File: config.mk
export PLATFORM = sky130hd
export DESIGN_NAME = ahb2apb_bridge_flat
export DESIGN_NICKNAME = d
export VERILOG_FILES = /design/src/rtl/ahb2apb_bridge_if.sv /design/src/rtl/ahb2apb_bridge.sv /design/src/flat_wrapper.sv
export SDC_FILE = /design/constraint.sdc
export NUM_CORES = 1
export LEC_CHECK = 0
export CELL_PAD_IN_SITES_DETAIL_PLACEMENT = 1
export CELL_PAD_IN_SITES_GLOBAL_PLACEMENT = 1
export CORE_MARGIN = 4
export CORE_UTILIZATION = 37
export CTS_CLUSTER_SIZE = 20
export DETAILED_ROUTE_END_ITERATION = 10
export MAX_ROUTING_LAYER = met4
export PLACE_DENSITY_LB_ADDON = 0.1
export SYNTH_ARGS = -nofsm -noshare
export SYNTH_HDL_FRONTEND = slang
export SYNTH_SLANG_ARGS = --single-unit
File: constraint.sdc
create_clock -name hclk -period 2.35 [get_ports hclk]
set_clock_uncertainty 0.05 [all_clocks]
set_input_delay 0.235 -clock hclk [delete_from_list [all_inputs] [get_ports hclk]]
set_output_delay 0.235 -clock hclk [all_outputs]
set_load 0.03 [all_outputs]
File: src/rtl/ahb2apb_bridge_if.sv
// Bus bundle between the AHB-Lite interconnect / APB segment and the bridge.
// The slave modport is the bridge's view; master is the surrounding system.
interface ahb2apb_bridge_if #(
    parameter int ADDR_WID = 32,
    parameter int DATA_WID = 32
);
    // Divider strobe marking pclk rising edges in the hclk domain
    logic                pclken;
    // AHB-Lite side
    logic                hsel;
    logic [ADDR_WID-1:0] haddr;
    logic [1:0]          htrans;
    logic                hwrite;
    logic [2:0]          hsize;
    logic [DATA_WID-1:0] hwdata;
    logic                hready_in;
    logic                hreadyout;
    logic                hresp;
    logic [DATA_WID-1:0] hrdata;
    // APB3 side
    logic [ADDR_WID-1:0] paddr;
    logic                psel;
    logic                penable;
    logic                pwrite;
    logic [DATA_WID-1:0] pwdata;
    logic [DATA_WID-1:0] prdata;
    logic                pready;
    logic                pslverr;

    modport slave (
        input  pclken, hsel, haddr, htrans, hwrite, hsize, hwdata, hready_in,
               prdata, pready, pslverr,
        output hreadyout, hresp, hrdata, paddr, psel, penable, pwrite, pwdata
    );

    modport master (
        output pclken, hsel, haddr, htrans, hwrite, hsize, hwdata, hready_in,
               prdata, pready, pslverr,
        input  hreadyout, hresp, hrdata, paddr, psel, penable, pwrite, pwdata
    );
endinterface

File: src/rtl/ahb2apb_bridge.sv
// AHB-Lite slave to APB3 master bridge. Each accepted AHB transfer is held
// off (hreadyout=0) while it is replayed as an APB SETUP/ACCESS sequence
// whose outputs only move on hclk edges qualified by pclken.
// Only a 32-bit data bus is supported; hsize is ignored (word access).
module ahb2apb_bridge #(
    parameter int ADDR_WID = 32,
    parameter int DATA_WID = 32
) (
    input  logic             hclk,
    input  logic             hresetn,
    ahb2apb_bridge_if.slave  bus
);
    typedef enum logic [2:0] {
        S_IDLE,
        S_PEND,
        S_SETUP,
        S_ACCESS,
        S_ERR1,
        S_ERR2
    } state_t;

    state_t              state_q, state_d;
    logic [ADDR_WID-1:0] addr_q, addr_d;
    logic                write_q, write_d;
    logic [DATA_WID-1:0] wdata_q, wdata_d;
    logic                first_q, first_d;
    logic [ADDR_WID-1:0] paddr_q, paddr_d;
    logic                psel_q, psel_d;
    logic                penable_q, penable_d;
    logic                pwrite_q, pwrite_d;
    logic [DATA_WID-1:0] pwdata_q, pwdata_d;
    logic [DATA_WID-1:0] hrdata_q, hrdata_d;
    logic                hreadyout_q, hreadyout_d;
    logic                hresp_q, hresp_d;
    logic                addr_valid;

    // hsize and the SEQ/NONSEQ distinction carry no information for this bridge
    logic unused_inputs;
    assign unused_inputs = ^{bus.hsize, bus.htrans[0]};

    assign addr_valid = bus.hsel & bus.htrans[1] & bus.hready_in;

    // Next-state and next-output computation for the transfer sequencer
    always_comb begin
        state_d   = state_q;
        addr_d    = addr_q;
        write_d   = write_q;
        wdata_d   = wdata_q;
        first_d   = 1'b0;
        paddr_d   = paddr_q;
        psel_d    = psel_q;
        penable_d = penable_q;
        pwrite_d  = pwrite_q;
        pwdata_d  = pwdata_q;
        hrdata_d  = hrdata_q;

        case (state_q)
            // hreadyout is high only here, so these are the only states
            // that may accept an address phase
            S_IDLE, S_ERR2: begin
                if (addr_valid) begin
                    addr_d  = bus.haddr;
                    write_d = bus.hwrite;
                    first_d = 1'b1;
                    state_d = S_PEND;
                end else begin
                    state_d = S_IDLE;
                end
            end
            S_PEND: begin
                // hwdata is only valid in the first data-phase cycle
                if (first_q) begin
                    wdata_d = bus.hwdata;
                end
                if (bus.pclken) begin
                    psel_d    = 1'b1;
                    penable_d = 1'b0;
                    paddr_d   = addr_q;
                    pwrite_d  = write_q;
                    // capture and launch may coincide on the first PEND edge
                    pwdata_d  = first_q ? bus.hwdata : wdata_q;
                    state_d   = S_SETUP;
                end
            end
            S_SETUP: begin
                if (bus.pclken) begin
                    penable_d = 1'b1;
                    state_d   = S_ACCESS;
                end
            end
            S_ACCESS: begin
                if (bus.pclken && bus.pready) begin
                    psel_d    = 1'b0;
                    penable_d = 1'b0;
                    if (!write_q) begin
                        hrdata_d = bus.prdata;
                    end
                    state_d = bus.pslverr ? S_ERR1 : S_IDLE;
                end
            end
            S_ERR1: begin
                state_d = S_ERR2;
            end
            default: begin
                state_d = S_IDLE;
            end
        endcase

        // AHB response flags are registered from the state being entered
        hreadyout_d = (state_d == S_IDLE) || (state_d == S_ERR2);
        hresp_d     = (state_d == S_ERR1) || (state_d == S_ERR2);
    end

    // State and output registers; reset drops the APB strobes immediately
    always_ff @(posedge hclk or negedge hresetn) begin
        if (!hresetn) begin
            state_q     <= S_IDLE;
            addr_q      <= '0;
            write_q     <= 1'b0;
            wdata_q     <= '0;
            first_q     <= 1'b0;
            paddr_q     <= '0;
            psel_q      <= 1'b0;
            penable_q   <= 1'b0;
            pwrite_q    <= 1'b0;
            pwdata_q    <= '0;
            hrdata_q    <= '0;
            hreadyout_q <= 1'b1;
            hresp_q     <= 1'b0;
        end else begin
            state_q     <= state_d;
            addr_q      <= addr_d;
            write_q     <= write_d;
            wdata_q     <= wdata_d;
            first_q     <= first_d;
            paddr_q     <= paddr_d;
            psel_q      <= psel_d;
            penable_q   <= penable_d;
            pwrite_q    <= pwrite_d;
            pwdata_q    <= pwdata_d;
            hrdata_q    <= hrdata_d;
            hreadyout_q <= hreadyout_d;
            hresp_q     <= hresp_d;
        end
    end

    assign bus.hreadyout = hreadyout_q;
    assign bus.hresp     = hresp_q;
    assign bus.hrdata    = hrdata_q;
    assign bus.paddr     = paddr_q;
    assign bus.psel      = psel_q;
    assign bus.penable   = penable_q;
    assign bus.pwrite    = pwrite_q;
    assign bus.pwdata    = pwdata_q;
endmodule

File: src/flat_wrapper.sv
// flat-port wrapper written by rule: the top's interface ports become plain ports
module ahb2apb_bridge_flat 
#(
    parameter int ADDR_WID = 32,
    parameter int DATA_WID = 32
)
  (hclk, hresetn, bus_pclken, bus_hsel, bus_haddr, bus_htrans, bus_hwrite, bus_hsize, bus_hwdata, bus_hready_in, bus_prdata, bus_pready, bus_pslverr, bus_hreadyout, bus_hresp, bus_hrdata, bus_paddr, bus_psel, bus_penable, bus_pwrite, bus_pwdata);
  ahb2apb_bridge_if #(.ADDR_WID(ADDR_WID), .DATA_WID(DATA_WID)) bus_i ();
  input  logic hclk;
  input  logic hresetn;
  input wire logic [$bits(bus_i.pclken)-1:0] bus_pclken;
  input wire logic [$bits(bus_i.hsel)-1:0] bus_hsel;
  input wire logic [$bits(bus_i.haddr)-1:0] bus_haddr;
  input wire logic [$bits(bus_i.htrans)-1:0] bus_htrans;
  input wire logic [$bits(bus_i.hwrite)-1:0] bus_hwrite;
  input wire logic [$bits(bus_i.hsize)-1:0] bus_hsize;
  input wire logic [$bits(bus_i.hwdata)-1:0] bus_hwdata;
  input wire logic [$bits(bus_i.hready_in)-1:0] bus_hready_in;
  input wire logic [$bits(bus_i.prdata)-1:0] bus_prdata;
  input wire logic [$bits(bus_i.pready)-1:0] bus_pready;
  input wire logic [$bits(bus_i.pslverr)-1:0] bus_pslverr;
  output wire logic [$bits(bus_i.hreadyout)-1:0] bus_hreadyout;
  output wire logic [$bits(bus_i.hresp)-1:0] bus_hresp;
  output wire logic [$bits(bus_i.hrdata)-1:0] bus_hrdata;
  output wire logic [$bits(bus_i.paddr)-1:0] bus_paddr;
  output wire logic [$bits(bus_i.psel)-1:0] bus_psel;
  output wire logic [$bits(bus_i.penable)-1:0] bus_penable;
  output wire logic [$bits(bus_i.pwrite)-1:0] bus_pwrite;
  output wire logic [$bits(bus_i.pwdata)-1:0] bus_pwdata;
  assign bus_i.pclken = bus_pclken;
  assign bus_i.hsel = bus_hsel;
  assign bus_i.haddr = bus_haddr;
  assign bus_i.htrans = bus_htrans;
  assign bus_i.hwrite = bus_hwrite;
  assign bus_i.hsize = bus_hsize;
  assign bus_i.hwdata = bus_hwdata;
  assign bus_i.hready_in = bus_hready_in;
  assign bus_i.prdata = bus_prdata;
  assign bus_i.pready = bus_pready;
  assign bus_i.pslverr = bus_pslverr;
  assign bus_hreadyout = bus_i.hreadyout;
  assign bus_hresp = bus_i.hresp;
  assign bus_hrdata = bus_i.hrdata;
  assign bus_paddr = bus_i.paddr;
  assign bus_psel = bus_i.psel;
  assign bus_penable = bus_i.penable;
  assign bus_pwrite = bus_i.pwrite;
  assign bus_pwdata = bus_i.pwdata;
  ahb2apb_bridge #(.ADDR_WID(ADDR_WID), .DATA_WID(DATA_WID)) u_core (.hclk(hclk), .hresetn(hresetn), .bus(bus_i));
endmodule
Word-level counts from Yosys, hierarchy flattened
Index checks and enable logic that the tools add are counted.
Cells by class
  reduce and logical (&&, ||, !) cells: 13
  bitwise operators: 3
  muxes and demuxes: 14
  equality and inequality tests: 10
Operators by type and width (number)
  $mux 32: 1
  $pmux 3 s5: 1
  $eq 3x3->1 const B: 4
  $mux 3: 4
  $eq 3x2->1 const B: 2
  $logic_not 3->1: 2
  $mux 1: 6
  $reduce_and 3->1: 2
  $ne 2x2->1 const B: 2
  $reduce_and 2->1: 2
  $reduce_and 4->1: 1
  $eq 3x1->1 const B: 1
  $pmux 1 s3: 1
  $reduce_bool 3->1: 1
  $and 1x1->1: 2
  $logic_or 1x1->1: 2
  $ne 2x1->1 const B: 1
  $pmux 1 s2: 1
  $reduce_bool 2->1: 1
  $reduce_or 2->1: 1
  $logic_and 1x1->1: 1
  $not 1->1: 1
Storage, ports and cells
  register bits after elaboration: 170
  word-level logic and storage cells: 53
  bits of input ports: 109

Logic depth before layout (Yosys ltp)
Gate-level depths: netlist (run 1).
  depth after elaboration: 6
  gate-level depth with buffers: 7
  gate-level depth less buffers: 4

Least setup slack after synthesis (run 1)
Ideal clock, no wire load.
  kind: register to register
  start: reg u_core.state_q[0]
  end: reg u_core.addr_q[10]
  path buffers: 1
  path slack: 637 ps
  arrival: 1538 ps
  setup time: 125 ps
  stages on the path, launching flop included: 5
  cells stage by stage: dfrtp_1 -> nor2b_4 -> nor4b_4 -> buf_6 -> mux2_2
On the way
  word-level cells in the longest chain between the ends: 3
  elaborated cells on any way between the ends: 4
RTL lines
  from (decl): line ahb2apb_bridge.sv:22  | state_t state_q, state_d;
  from (signal assigned): line ahb2apb_bridge.sv:131  | state_q <= state_d;
  $eq 3x3->1 or $logic_not 3->1 (tied branches): line ahb2apb_bridge.sv:57  | case (state_q)
  $reduce_or 2->1 *: line ahb2apb_bridge.sv:57
  $reduce_and 2->1 (no source line) *
  to (signal assigned): line ahb2apb_bridge.sv:132  | addr_q <= addr_d;
  to (decl): line ahb2apb_bridge.sv:23  | logic [ADDR_WID-1:0] addr_q, addr_d;
Every way passes the cells marked *; elsewhere a longest branch is shown, timed or not.
A chain may end at the register's enable or synchronous reset.

Final worst setup path (run 1)
  start: reg u_core.state_q[1]
  end: reg u_core.hrdata_q[22], in the netlist u_core.bus.hrdata[22]
On the way
  word-level cells in the longest chain between the ends: 2
RTL lines
  $eq 3x2->1: line ahb2apb_bridge.sv:57
  $reduce_and 3->1 (no source line)
  to (signal assigned): line ahb2apb_bridge.sv:141  | hrdata_q <= hrdata_d;
  to (decl): line ahb2apb_bridge.sv:32  | logic [DATA_WID-1:0] hrdata_q, hrdata_d;
No other way between the ends.

==> results of run 1 <==
==> metrics by stage <==
step                total power [mW]  instances  setup slack, ns  cell area, um^2  utilization
floorplan                       8.44        454            0.637             6710            -
global placement                10.8        869            0.275             9040        0.515
detailed placement              11.1        869            0.231             9040        0.515
CTS                             14.0        902            0.394             9660        0.551
global route                    14.6        902            0.279             9660        0.551
finish                          13.8        902            0.415             9660        0.551
==> cell type report <==
type / count / area (um^2)
Multi-Input combinational cell: 253 / 2270
Timing Repair Buffer: 218 / 2230
Clock inverter: 13 / 168
Tap cell: 225 / 282
Clock buffer: 19 / 443
Sequential cell: 170 / 4260
Fill cell: 1713 / 7880
Inverter: 4 / 15.0
==> worst min path at each step <==
stage,startpoint,to
6_report,hresetn,u_core.addr_q[9]
2_1_floorplan,hresetn,u_core.addr_q[0]
5_1_grt,bus_prdata[9],u_core.bus.hrdata[9]
3_3_place_gp,hresetn,u_core.bus.paddr[9]
3_5_place_dp,hresetn,u_core.addr_q[9]
4_1_cts,hresetn,u_core.addr_q[9]
==> kinds of logic (layout without fill, tap and decap cells) <==
group | Yosys count | in the layout | synth area share
flip-flops | 170 | 170 | 0.634
AO/OA/AOI/OAI | 39 | 39 | 0.0312
AND/OR/NAND/NOR | 51 | 51 | 0.0382
multiplexers | 163 | 163 | 0.267
buffers and inverters | 31 | 254 | 0.0287
==> power by group through the flow <==
stage                     Clock (mW)  Sequential, mW  Combinational [mW]
final                           2.87            5.10                5.80
after global routing            3.10            5.31                6.19
after CTS                       2.96            5.13                5.92
after detailed placement           0            5.17                5.90
after global placement             0            5.03                5.74
after floorplan                    0            6.68                1.76
==> sequential cells by signal (all words and copies together) (netlist names) <==
register,cells
u_core.wdata_q,32
u_core.bus.pwrite,1
u_core.bus.pwdata,32
u_core.state_q,3
u_core.first_q,1
u_core.write_q,1
u_core.bus.hresp,1
u_core.addr_q,32
u_core.bus.paddr,32
u_core.bus.hrdata,32
u_core.bus.penable,1
u_core.bus.hreadyout,1
u_core.bus.psel,1
==> cells in the final DEF, fill, tap and decap left out, drive strengths merged, types with 3 or more instances in the layout <==
cell	count
a21oi	35
buf	13
bufinv	3
clkbuf	19
clkdlybuf4s50	204
clkinv	3
clkinvlp	5
dfrtp	169
inv	6
mux2	130
mux2i	33
nand2	3
nor2	35
nor3	5
==> what timing repair did <==
action	CTS	global route
gates resized for setup	0	0
endpoints found under the hold margin	60	0
hold buffers	1	0
==> per-layer routing <==
| metal | wire, um | vias to the layer above | global-route usage |
|---|---|---|---|
| met5 | 0 | - | - |
| li1 | - | 2013 | - |
| met4 | 238 | 0 | 0.0570 |
| met1 | 6550 | 2188 | 0.199 |
| met3 | 1190 | 14 | 0.0623 |
| met2 | 8340 | 121 | 0.287 |
==> flow_summary_export.csv, run 1 <==
group,metric,value,unit
synth,synth_common_cells,"169 x dfrtp_1, 95 x mux2_2, 35 x a21oi_1, 35 x mux2_1, 35 x nor2_1",
synth,yosys-top-cells-area,"dfrtp_1 63%, mux2_2 16%, mux2_1 5.9%",
pwr,power.static_leakage,4.09,nW
detailed_routing,via_count,4336,
detailed_routing,drc,0,
floorplanning,start_util,0.382,
pwr,seq_power_share,0.370,
setup_path,crit_path_start_kind,"flip-flop",
clock_network,clockBufferDepth,2,
setup_path,r2r_end,"u_core.bus.hrdata[22]",
synth,yosysWarningCount,0,
pwr,ir_drop,0.715,mV
synth,avgSynthCellArea,14.8,um^2
setup_path,cp-end-kind,"flip-flop",
sta,rsz0062_at_grt,"no",
setup_path,worstPathArrival,2.18,ns
sta,tightest_slew,0.652,ns
synth,mappedNetlistNets,563,
pwr,p_sw,4.97,mW
floorplanning,die_h,143,um
synth,synth_top_area_frac,0.630,
setup_path,r2r_cells,5,
min_path,hold_class,"primary input to asynchronous set/reset pin",
run,maxCapViolations,0,
clock_network,numCtsBuffers,17,
global_routing,grt_remaining_overflow,0,
run_status,status,"finished, final reports clean",
setup_path,worstSetupPathType,"flip-flop to flip-flop",
synth,yosysMostFrequentCell,"dfrtp_1",
sta,setup_violations,0,
setup_path,r2r-start,"u_core.state_q[1]",
sta,final_hold_viol_count,0,
clock_network,root_buffer,"clkbuf_16",
setup_path,critPathBufInv,1,
synth,synthFlopType,"dfrtp_1",
clock_network,cts.sinks,170,
sta,fin_tns_setup,0,ns
setup_path,endpoint,"u_core.bus.hrdata[22]",
pwr,p_int,8.80,mW
sta,fmax,0.517,GHz
synth,ys_seq_area_frac,0.634,
floorplanning,die_x,143,um
sta,hold_ws,0.306,ns
clock_network,cts_tree,"done",
global_routing,grt_pass1_wl,26.4,mm
layout,nets,773,
global_routing,grt_pass1_vias,4948,
setup_path,cp-startpoint,"u_core.state_q[1]",
setup_path,max_stage_delay,0.58,ns
pwr,p_per_area,1430,nW/um^2
floorplanning,rows,48,
synth,yosys_register_bits,170,
synth,synthCells,454,
clock_network,clkTransAtPathRegs,0.07,ns
layout,drive_above_1_share,0.214,
synth,synthesis.area,6710,um^2
detailed_routing,drt-pass1-iter-count,4,
floorplanning,ios,210,
clock_network,htree_levels,4,
synth,async_flop_share,1.00,
setup_path,crit_slowest_cell,"dfrtp_1",
floorplanning,core,17500,um^2
placement,place_congestion,0.756,
setup_path,crit_chain,"nand2_1 > nor3b_2 > and2b_1 > buf_12 > mux2_1",
clock_network,clock_latency,0.42,ns
placement,post-dp-hpwl,11.9,mm
pwr,comb_power_share,0.421,
sta,min_period,1.94,ns
setup_path,crit_cells,5,
setup_path,cpLargestDelayFamily,"simple AND/OR/NAND/NOR gates",
detailed_routing,antenna_left,0,
detailed_routing,routed_wl,16.3,mm
synth,synth_edf_count,0,
pwr,switching_share,0.361,
layout,antenna_cells,0,
floorplanning,die_area,20300,um^2
global_routing,antenna_found_initial,0,
sta,slew_viol_final,0,
pwr,p_clk_frac,0.208,
setup_path,worstPathRequired,2.60,ns
synth,ys_types,29,
sta,timing.final.crit_share,0.823,
setup_path,crit_path_max_fanout,32,
placement,io_buffer_count,205,
setup_path,reg2reg_slack,0.41,ns
clock_network,cts_setup_buffers,0,
detailed_routing,initialDrtViolationCount,117,
global_routing,grt_max_degree,66,
global_routing,grt_util_all_layers,0.174,
detailed_routing,wl_per_cell,18.1,um
layout,syn_to_final_growth,44.0,%
synth,yosysTopAreaCell,"dfrtp_1",
detailed_routing,viasPerCell,4.81,
sta,relSlewSlack,0.565,
Power figures use the tool's default switching activity.
==> run 2: changes to the inputs <==
Clock period 2.35 ns to 1.8 ns, I/O delays scaled along.
==> run 2 against run 1 <==
Effect of this change:
- die area did not move
- wire length is 6.2% higher
- global-route usage rose by 0.090 points
- core utilization is 1.2 points higher
- critical path depth stayed put
- highest routed layer unchanged
- sequential power up 31%
- worst setup slack lost 0.39 ns
- power rose by 34%
- clock-buffer cell count unchanged
- combinational power grew 36%
- final cell count is 1.4% higher
- design area up 2.1%
==> flow_summary_export.csv, run 2 (synthesis gave the netlist of run 1 again) <==
group,metric,value,unit
sta,fmax,0.563,GHz
global_routing,grt_util_all_layers,0.175,
clock_network,cts_tree,"done",
global_routing,antenna_found_initial,1,
layout,regArea,4260,um^2
setup_path,worstPathRequired,2.04,ns
placement,place_inst,878,
layout,layout_common_cells,"203 x clkdlybuf4s50_1, 167 x dfrtp_1, 94 x mux2_2",
detailed_routing,viasPerCell,4.90,
setup_path,crit_path_start_kind,"flip-flop",
placement,place_congestion,0.749,
sta,setup_slack,0.0245,ns
detailed_routing,initialDrtViolationCount,134,
layout,drive_above_1_share,0.245,
sta,slew_viol_final,0,
run,maxCapViolations,0,
layout,layout.cells.non_filler,915,
detailed_routing,drc,0,
placement,place_worst_setup_slack,-0.208,ns
global_routing,grt_pass1_wl,27.0,mm
min_path,hold_class,"primary input to asynchronous set/reset pin",
layout,fin_util,0.563,
placement,place_area,9120,um^2
detailed_routing,antenna_left,0,
detailed_routing,wl_per_cell,18.9,um
floorplanning,die_x,143,um
pwr,p_per_area,1870,nW/um^2
detailed_routing,drt-pass1-iter-count,4,
layout,nets,787,
floorplanning,core,17500,um^2
clock_network,clockBufferDepth,2,
sta,tightest_slew,0.480,ns
floorplanning,die_area,20300,um^2
floorplanning,start_util,0.382,
pwr,ir_drop,0.830,mV
placement,io_buffer_count,205,
global_routing,grt_max_degree,47,
layout,fin_area,9860,um^2
sta,rsz0062_at_grt,"yes",
sta,timing.final.crit_share,0.986,
clock_network,numCtsBuffers,17,
clock_network,htree_levels,4,
layout,fill_cells,1677,
detailed_routing,routed_wl,17.3,mm
run_status,status,"finished, final reports clean",
floorplanning,rows,48,
clock_network,root_buffer,"clkbuf_16",
sta,hold_ws,0.220,ns
detailed_routing,via_count,4483,
clock_network,cts.sinks,170,
sta,final_hold_viol_count,0,
global_routing,grt_remaining_overflow,0,
setup_path,cp-end-kind,"flip-flop",
floorplanning,die_h,143,um
pwr,power.static_leakage,4.22,nW
sta,setup_violations,0,
layout,multi_input_area,2310,um^2
global_routing,grt_pass1_vias,5085,
floorplanning,ios,210,
clock_network,clkTransAtPathRegs,0.06,ns
clock_network,clock_latency,0.42,ns
placement,post-dp-hpwl,12.2,mm
layout,syn_to_final_growth,47.1,%
setup_path,worstSetupPathType,"flip-flop to flip-flop",
setup_path,worstPathArrival,2.02,ns
setup_path,crit_path_max_fanout,10,
sta,relSlewSlack,0.680,
sta,min_period,1.78,ns
layout,final_common_cell,"clkdlybuf4s50_1",
-- run 2: what timing repair did --
| action | CTS | global route |
|---|---|---|
| hold endpoints to repair | 42 | 0 |
| endpoints found under the setup margin | 6 | 40 |
| resized for setup | 2 | 14 |
| setup buffers | 0 | 3 |
| hold buffers | 1 | 0 |
| gates cloned | 0 | 2 |
-- run 2: final timing paths --
check                                      startpoint                    end  slack (ns)  cells past startpoint
worst max register to register      u_core.state_q[0]      u_core.addr_q[30]        0.02                      5
worst min-delay path                          hresetn   u_core.bus.paddr[17]        0.22                      2
max in group asynchronous                     hresetn   u_core.bus.hreadyout        0.81                      3
worst min register to register  u_core.bus.hrdata[27]  u_core.bus.hrdata[27]        0.44                      1
min in group hclk                      bus_prdata[10]  u_core.bus.hrdata[10]        0.31                      2
worst max-delay path                u_core.state_q[0]      u_core.addr_q[30]        0.02                      5
-- run 2: layout make-up --
class,count,area share
Multi-Input combinational cell,253,0.234
Clock inverter,11,0.0173
Inverter,4,0.00152
Antenna cell,1,0.000254
Timing Repair Buffer,232,0.241
Clock buffer,19,0.0459
Tap cell,225,0.0285
Sequential cell,170,0.432
-- run 2: stage by stage --
stage / TNS, ns / total power [mW]
after global routing: -1.24 / 19.5
after floorplan: 0 / 11.0
final: 0 / 18.4
after CTS: 0 / 18.5
after detailed placement: -14.77 / 14.5
after global placement: -9.58 / 14.2
-- run 2: critical path: stages, from the launching register on --
cell,delay [ns]
dfrtp_1,0.38
nor2b_4,0.14
buf_4,0.14
nor4b_4,0.32
buf_4,0.27
mux2_2,0.35
-- run 2: layer usage --
| layer | vias to the layer above | share of wire | wire (um) | track usage |
|---|---|---|---|---|
| li1 | 2035 | - | - | - |
| met1 | 2301 | 0.40 | 6920 | 0.204 |
| met2 | 130 | 0.52 | 9040 | 0.290 |
| met3 | 17 | 0.067 | 1160 | 0.0549 |
| met4 | 0 | 0.012 | 210 | 0.0555 |
| met5 | - | 0 | 0 | - |
-- run 2: where the power goes --
group / internal (mW) / total [mW] / switching, mW
combinational: 3.80 / 7.91 / 4.11
clock: 2.38 / 3.86 / 1.47
sequential: 5.68 / 6.67 / 0.990
total: 11.9 / 18.4 / 6.57
